[config.mk]
export PLATFORM = sky130hd
export DESIGN_NAME = alu_arbiter
export DESIGN_NICKNAME = d
export VERILOG_FILES = /design/src/rtl/alu_arbiter.sv
export SDC_FILE = /design/constraint.sdc
export NUM_CORES = 1
export LEC_CHECK = 0
export ABC_AREA = 1
export ABC_CLOCK_PERIOD_IN_PS = 1300
export BUFFER_PORTS_ARGS = -buffer_cell sky130_fd_sc_hd__buf_2
export CORE_MARGIN = 1.5
export CORE_UTILIZATION = 41
export DETAILED_ROUTE_END_ITERATION = 12
export HOLD_SLACK_MARGIN = 0.08
export PLACE_DENSITY = 0.74
export SYNTH_ARGS = -nofsm -noshare
export SYNTH_HDL_FRONTEND = slang
export SYNTH_SLANG_ARGS = --single-unit
[constraint.sdc]
create_clock -name clk -period 1.3 [get_ports clk]
set_clock_uncertainty 0.15 [all_clocks]
set_input_delay 0.195 -clock clk [delete_from_list [all_inputs] [get_ports clk]]
set_output_delay 0.195 -clock clk [all_outputs]
set_load 0.03 [all_outputs]
[src/rtl/alu_arbiter.sv]
// alu_arbiter: shares one external 8-bit ALU between two requesters.
// Round-robin arbitration in IDLE, one cycle of EXEC with registered ALU
// operands, then RESP holding the captured result until the owner takes it.
// Only one operation is ever in flight; waiting requesters hold their valid.
module alu_arbiter #(
  parameter int DATA_W = 8
) (
  input  logic              clk,
  input  logic              rst_n,
  // requester 0
  input  logic              req0_valid,
  output logic              req0_ready,
  input  logic [1:0]        req0_op,
  input  logic [DATA_W-1:0] req0_a,
  input  logic [DATA_W-1:0] req0_b,
  output logic              rsp0_valid,
  input  logic              rsp0_ready,
  output logic [DATA_W-1:0] rsp0_data,
  // requester 1
  input  logic              req1_valid,
  output logic              req1_ready,
  input  logic [1:0]        req1_op,
  input  logic [DATA_W-1:0] req1_a,
  input  logic [DATA_W-1:0] req1_b,
  output logic              rsp1_valid,
  input  logic              rsp1_ready,
  output logic [DATA_W-1:0] rsp1_data,
  // shared ALU
  output logic [1:0]        alu_op,
  output logic [DATA_W-1:0] alu_a,
  output logic [DATA_W-1:0] alu_b,
  input  logic [DATA_W-1:0] alu_result,
  // status
  output logic              busy,
  output logic              grant_id
);

  typedef enum logic [1:0] {
    IDLE = 2'd0,
    EXEC = 2'd1,
    RESP = 2'd2
  } state_t;

  state_t              state_q;
  state_t              state_d;
  logic                last_grant_q;
  logic                sel;
  logic                sel_valid;
  logic                accept;
  logic                rsp_fire;

  // Operand stage (loaded at accept, drives the ALU during EXEC)
  logic [1:0]          op_p0;
  logic [DATA_W-1:0]   a_p0;
  logic [DATA_W-1:0]   b_p0;
  logic                grant_p0;

  // Result stage (captured at the end of EXEC, one register per requester)
  logic [DATA_W-1:0]   res0_p1;
  logic [DATA_W-1:0]   res1_p1;

  // Round-robin pick: a lone request wins; on a tie the one not served last wins.
  always_comb begin
    sel = 1'b0;
    if (req0_valid && req1_valid) begin
      sel = ~last_grant_q;
    end else if (req1_valid) begin
      sel = 1'b1;
    end
    sel_valid = sel ? req1_valid : req0_valid;
  end

  // Handshake decode: readies only in IDLE, responses only in RESP for the owner.
  always_comb begin
    accept     = (state_q == IDLE) && sel_valid;
    req0_ready = (state_q == IDLE) && req0_valid && !sel;
    req1_ready = (state_q == IDLE) && req1_valid &&  sel;
    rsp0_valid = (state_q == RESP) && !grant_p0;
    rsp1_valid = (state_q == RESP) &&  grant_p0;
    rsp_fire   = (rsp0_valid && rsp0_ready) || (rsp1_valid && rsp1_ready);
  end

  // Next-state logic; a response handshake returns to IDLE without a same-cycle accept.
  always_comb begin
    state_d = state_q;
    unique case (state_q)
      IDLE:    if (accept)   state_d = EXEC;
      EXEC:                  state_d = RESP;
      RESP:    if (rsp_fire) state_d = IDLE;
      default:               state_d = IDLE;
    endcase
  end

  // State register; reset drops any transaction in flight.
  always_ff @(posedge clk or negedge rst_n) begin
    if (!rst_n) begin
      state_q <= IDLE;
    end else begin
      state_q <= state_d;
    end
  end

  // Round-robin history, updated only when a response completes.
  always_ff @(posedge clk or negedge rst_n) begin
    if (!rst_n) begin
      last_grant_q <= 1'b1;
    end else if ((state_q == RESP) && rsp_fire) begin
      last_grant_q <= grant_p0;
    end
  end

  // Accept -> EXEC: latch the selected request's op and operands plus its owner.
  always_ff @(posedge clk or negedge rst_n) begin
    if (!rst_n) begin
      op_p0    <= 2'b00;
      a_p0     <= '0;
      b_p0     <= '0;
      grant_p0 <= 1'b0;
    end else if (accept) begin
      op_p0    <= sel ? req1_op : req0_op;
      a_p0     <= sel ? req1_a  : req0_a;
      b_p0     <= sel ? req1_b  : req0_b;
      grant_p0 <= sel;
    end
  end

  // EXEC -> RESP: capture the ALU result into the owner's response register.
  always_ff @(posedge clk or negedge rst_n) begin
    if (!rst_n) begin
      res0_p1 <= '0;
      res1_p1 <= '0;
    end else if (state_q == EXEC) begin
      if (grant_p0) begin
        res1_p1 <= alu_result;
      end else begin
        res0_p1 <= alu_result;
      end
    end
  end

  assign alu_op    = op_p0;
  assign alu_a     = a_p0;
  assign alu_b     = b_p0;
  assign rsp0_data = res0_p1;
  assign rsp1_data = res1_p1;
  assign grant_id  = grant_p0;
  assign busy      = (state_q != IDLE);

endmodule

Word-level counts from Yosys, hierarchy flattened
Index checks and enable logic that the tools add are counted.
Storage, ports and cells
  output and inout bits: 40
  register bits after elaboration: 38
  input bits: 50
  word-level logic and storage cells: 42
Operators by class
  reduce and logical (&&, ||, !) cells: 19
  bitwise logic cells: 2
  equality and inequality tests: 4
  mux-type cells: 9
Operator list (number)
  8-bit 2-to-1 mux: 2
  1-bit logical AND: 11
  2-bit 2-to-1 mux: 3
  2-bit case mux with 3 select lines: 1
  2-bit AND reduction: 3
  2-bit inequality test, second input constant: 2
  1-bit 2-to-1 mux: 3
  2-bit by 1-bit == test with 1-bit output, second input constant: 1
  2-bit == test, second input constant: 1
  1-bit zero test: 2
  2-bit zero test: 1
  1-bit inverter: 2
  2-bit nonzero test: 1
  1-bit logical OR: 1

Depth between registers and ports, before layout
  depth in word-level cells: 6
  depth in mapped cells: 7
  depth with buffers taken out: 6

Least setup slack after synthesis
No wires, ideal clock.
  kind: register to output
  from: register last_grant_q
  to: output req0_ready
  buffers on the path: 2
  slack: -480 ps
  cell stages (with the launch flop): 5
  arrival: 1435 ps
  path through: dfstp_2 nand2_1 buf_4 buf_4 a21oi_1
Between the ends
  word-level cells in the longest chain between the ends: 4
RTL lines
  from (decl): RTL line 46  | logic last_grant_q;
  from (signal assigned): RTL line 108  | last_grant_q <= grant_p0;
  1-bit inverter: RTL line 66  | sel = ~last_grant_q;
  1-bit 2-to-1 mux: RTL line 65  | if (req0_valid && req1_valid) begin
  1-bit zero test: RTL line 76  | req0_ready = (state_q == IDLE) && req0_valid && !sel;
  1-bit logical AND: RTL line 76
  to (decl): RTL line 12  | output logic req0_ready,
No other way between the ends.

Worst setup path after layout
  from: register state_q[1]
  to: output req0_ready
Between the ends
  word-level cells in the longest chain between the ends: 3
RTL lines
  from (decl): RTL line 44  | state_t state_q;
  from (signal assigned): RTL line 99  | state_q <= state_d;
  2-bit zero test: RTL line 76
  1-bit logical AND (2 in a row): RTL line 76
No other way between the ends.

==> results_dict.tcl <==
set metrics [dict create \
    wl_per_cell_microns 15.2 \
    ys_types 16 \
    coreArea_sq_um 4120 \
    crit_fanout 3 \
    status "complete, but fails checks" \
    nets 418 \
    rsz0062_at_grt "yes" \
    clock_latency_ns 0.29 \
    crit_required_ns 0.95 \
    holdPathEnd "alu_b[0]$_DFFE_PN0P_" \
    cts_tree "done" \
    drc 0 \
    root_buffer "clkbuf_8" \
    post-route-period-util 1.27 \
    slew_headroom 0.827 \
    initial_core_util 0.438 \
    drv_cap 0 \
    die_area_sq_um 4810 \
    finalPower_mw 7.44 \
    grt_pass1_wl_microns 9100 \
    finalMaxSlewViolations 0 \
    rr_worst_depth 7 \
    dr.first_iter.drc_count 93 \
    io_pins 90 \
    place_congestion 0.793 \
    postSynthCellCount 225 \
    ys_seq_elements 38 \
    area_growth_pct 75.0 \
    die_h_microns 69.3 \
    worst_pin_slew_ns 0.259 \
    intPower_mw 3.80 \
    yosys_warnings 0 \
    row_count 23 \
    reg2reg_to "alu_op[0]$_DFFE_PN0P_" \
    fin_cells 419 \
    synth_area_per_cell_sq_um 8.02 \
    peakVddDrop_uv 1200 \
    cts_buffers 5 \
    grt_use_total 0.234 \
    dp.cells 369 \
    p_leak_nw 1.73 \
    hold_viol 0 \
    period_minus_slack_ns 1.65 \
    cp.arrival_ns 1.31 \
    drive_gt1_frac 0.425 \
    port-buffer-count 89 \
    hpwl_microns 3420 \
    start_kind "flip-flop" \
    antenna_cells 0 \
    p_per_area_nw_per_um2 2360 \
    ys_seq_area_frac 0.528 \
    p_sw_frac 0.489 \
    synthesis.nets 275 \
    grt_pass1_vias 2037 \
    timing.rr.start "state_q[1]$_DFFE_PN0P_" \
    comb_power_share 0.592 \
    grt_max_degree 23 \
    hold_start "req1_b[0]" \
    clk_pin_slew_worst_paths_ns 0.07 \
    clockBufferDepth 2 \
    cts.sinks 38 \
    timing.final.ws_setup_ns -0.354 \
    overflow 0 \
    path_class "reg -> out" \
    synth.cell_area_sq_um 1800 \
    viasPerCell 5.02 \
    htreeDepth 2 \
    critical_path.startpoint "state_q[1]$_DFFE_PN0P_" \
    seq_power_share 0.293 \
    routed_wl_microns 6360 \
    fmax_mhz 604 \
    reg2reg_slack_ns -0.25 \
    min_path_type "in -> reg" \
    drtPass1Iterations 4 \
    violations "negative setup slack" \
    setup_violations 26 \
    min_path_cells 5 \
    p_switching_mw 3.64 \
    antenna_found_initial 0 \
    antenna_left 0 \
    chipWidth_microns 69.3 \
    critical_path.endpoint_type "primary output" \
    via_count 2105 \
    pwr-share-clk 0.115 \
]
[cell usage in the layout (no fill, tap or decap), drive strengths merged]
cell type / n
buf: 112
nand2: 104
nand3: 39
dfrtp: 37
dlygate4sd3: 34
o21ai: 16
inv: 13
clkbuf: 6
nor2: 3
a21oi: 2
clkinv: 1
clkinvlp: 1
dfstp: 1
[cell families (layout without fill, tap and decap cells)]
| family | after synthesis | after routing | share of synthesized area |
|---|---|---|---|
| and+or+nand+nor | 144 | 146 | 0.346 |
| DFF | 38 | 38 | 0.528 |
| buffers and inverters | 25 | 167 | 0.0763 |
| AOI/OAI and AO/OA | 18 | 18 | 0.0499 |
[registers in the layout, summed over array words and instances, names as in the netlist]
signal,count
rsp1_data,8
state_q,2
alu_a,8
last_grant_q,1
rsp0_data,8
alu_op,2
grant_id,1
alu_b,8
[layout make-up]
cell class,count,area [sq um]
Fill cell,269,957
Clock buffer,6,82.6
Sequential cell,38,955
Timing Repair Buffer,146,1070
Tap cell,50,62.6
Inverter,13,51.3
Clock inverter,2,12.5
Multi-Input combinational cell,164,926
[worst max-delay path: stages, from the launching register on]
cell     delay (ns)
dfrtp_1        0.43
nor2_4         0.21
nand2_4        0.08
a21oi_4        0.15
buf_6          0.15
[cell usage after synthesis, drive strengths merged]
| cell | number | area [sq um] |
|---|---|---|
| dfstp | 1 | 26.3 |
| nand2 | 102 | 395 |
| nand3 | 39 | 210 |
| o21ai | 16 | 80.1 |
| inv | 13 | 48.8 |
| nor2 | 3 | 18.8 |
| dfrtp | 37 | 926 |
| a21oi | 2 | 10.0 |
| buf | 12 | 88.8 |
[power by group through the flow]
| stage | logic (mW) | clock network, mW | registers (mW) |
|---|---|---|---|
| after floorplan | 1.44 | 0 | 3.18 |
| after global routing | 4.71 | 0.902 | 2.25 |
| final | 4.41 | 0.853 | 2.18 |
| after CTS | 3.91 | 0.866 | 2.12 |
| after global placement | 3.49 | 0 | 2.13 |
| after detailed placement | 3.56 | 0 | 2.13 |
[stage by stage]
step | util | hold WS (ns) | setup TNS, ns | setup WS (ns) | cell area, sq um
finish | 0.767 | 0.0876 | -5.78 | -0.354 | 3160
global route | 0.767 | 0.107 | -7.43 | -0.377 | 3160
CTS | 0.714 | 0.0801 | -3.48 | -0.333 | 2940
detailed placement | 0.583 | -0.115 | -2.71 | -0.163 | 2400
global placement | 0.583 | -0.114 | -2.17 | -0.127 | 2400
floorplan | - | -0.251 | -0.169 | -0.120 | 1850
[per-layer routing]
layer  GRT usage  wire length, microns
met3      0.0407                   301
met2       0.404                  3400
met1       0.288                  2490
met4      0.0959                   162
met5           0                     0
[repair_timing]
action                     in CTS  in global routing
gates cloned                    0                  2
hold endpoints to repair       74                  0
buffers inserted                3                  5
pin swaps                       3                  8
hold buffers                   34                  0
gates resized for setup        24                 33
setup endpoints to repair      26                 43
[worst max-delay path by stage]
stage                                      end  cells after the start
final                               req0_ready                      4
after global routing                req0_ready                      4
after CTS                           req0_ready                      4
after detailed placement  alu_a[3]$_DFFE_PN0P_                      6
after global placement    alu_a[5]$_DFFE_PN0P_                      6
after floorplan                     req0_ready                      4
No activity file was read; power rests on OpenSTA's default activity.
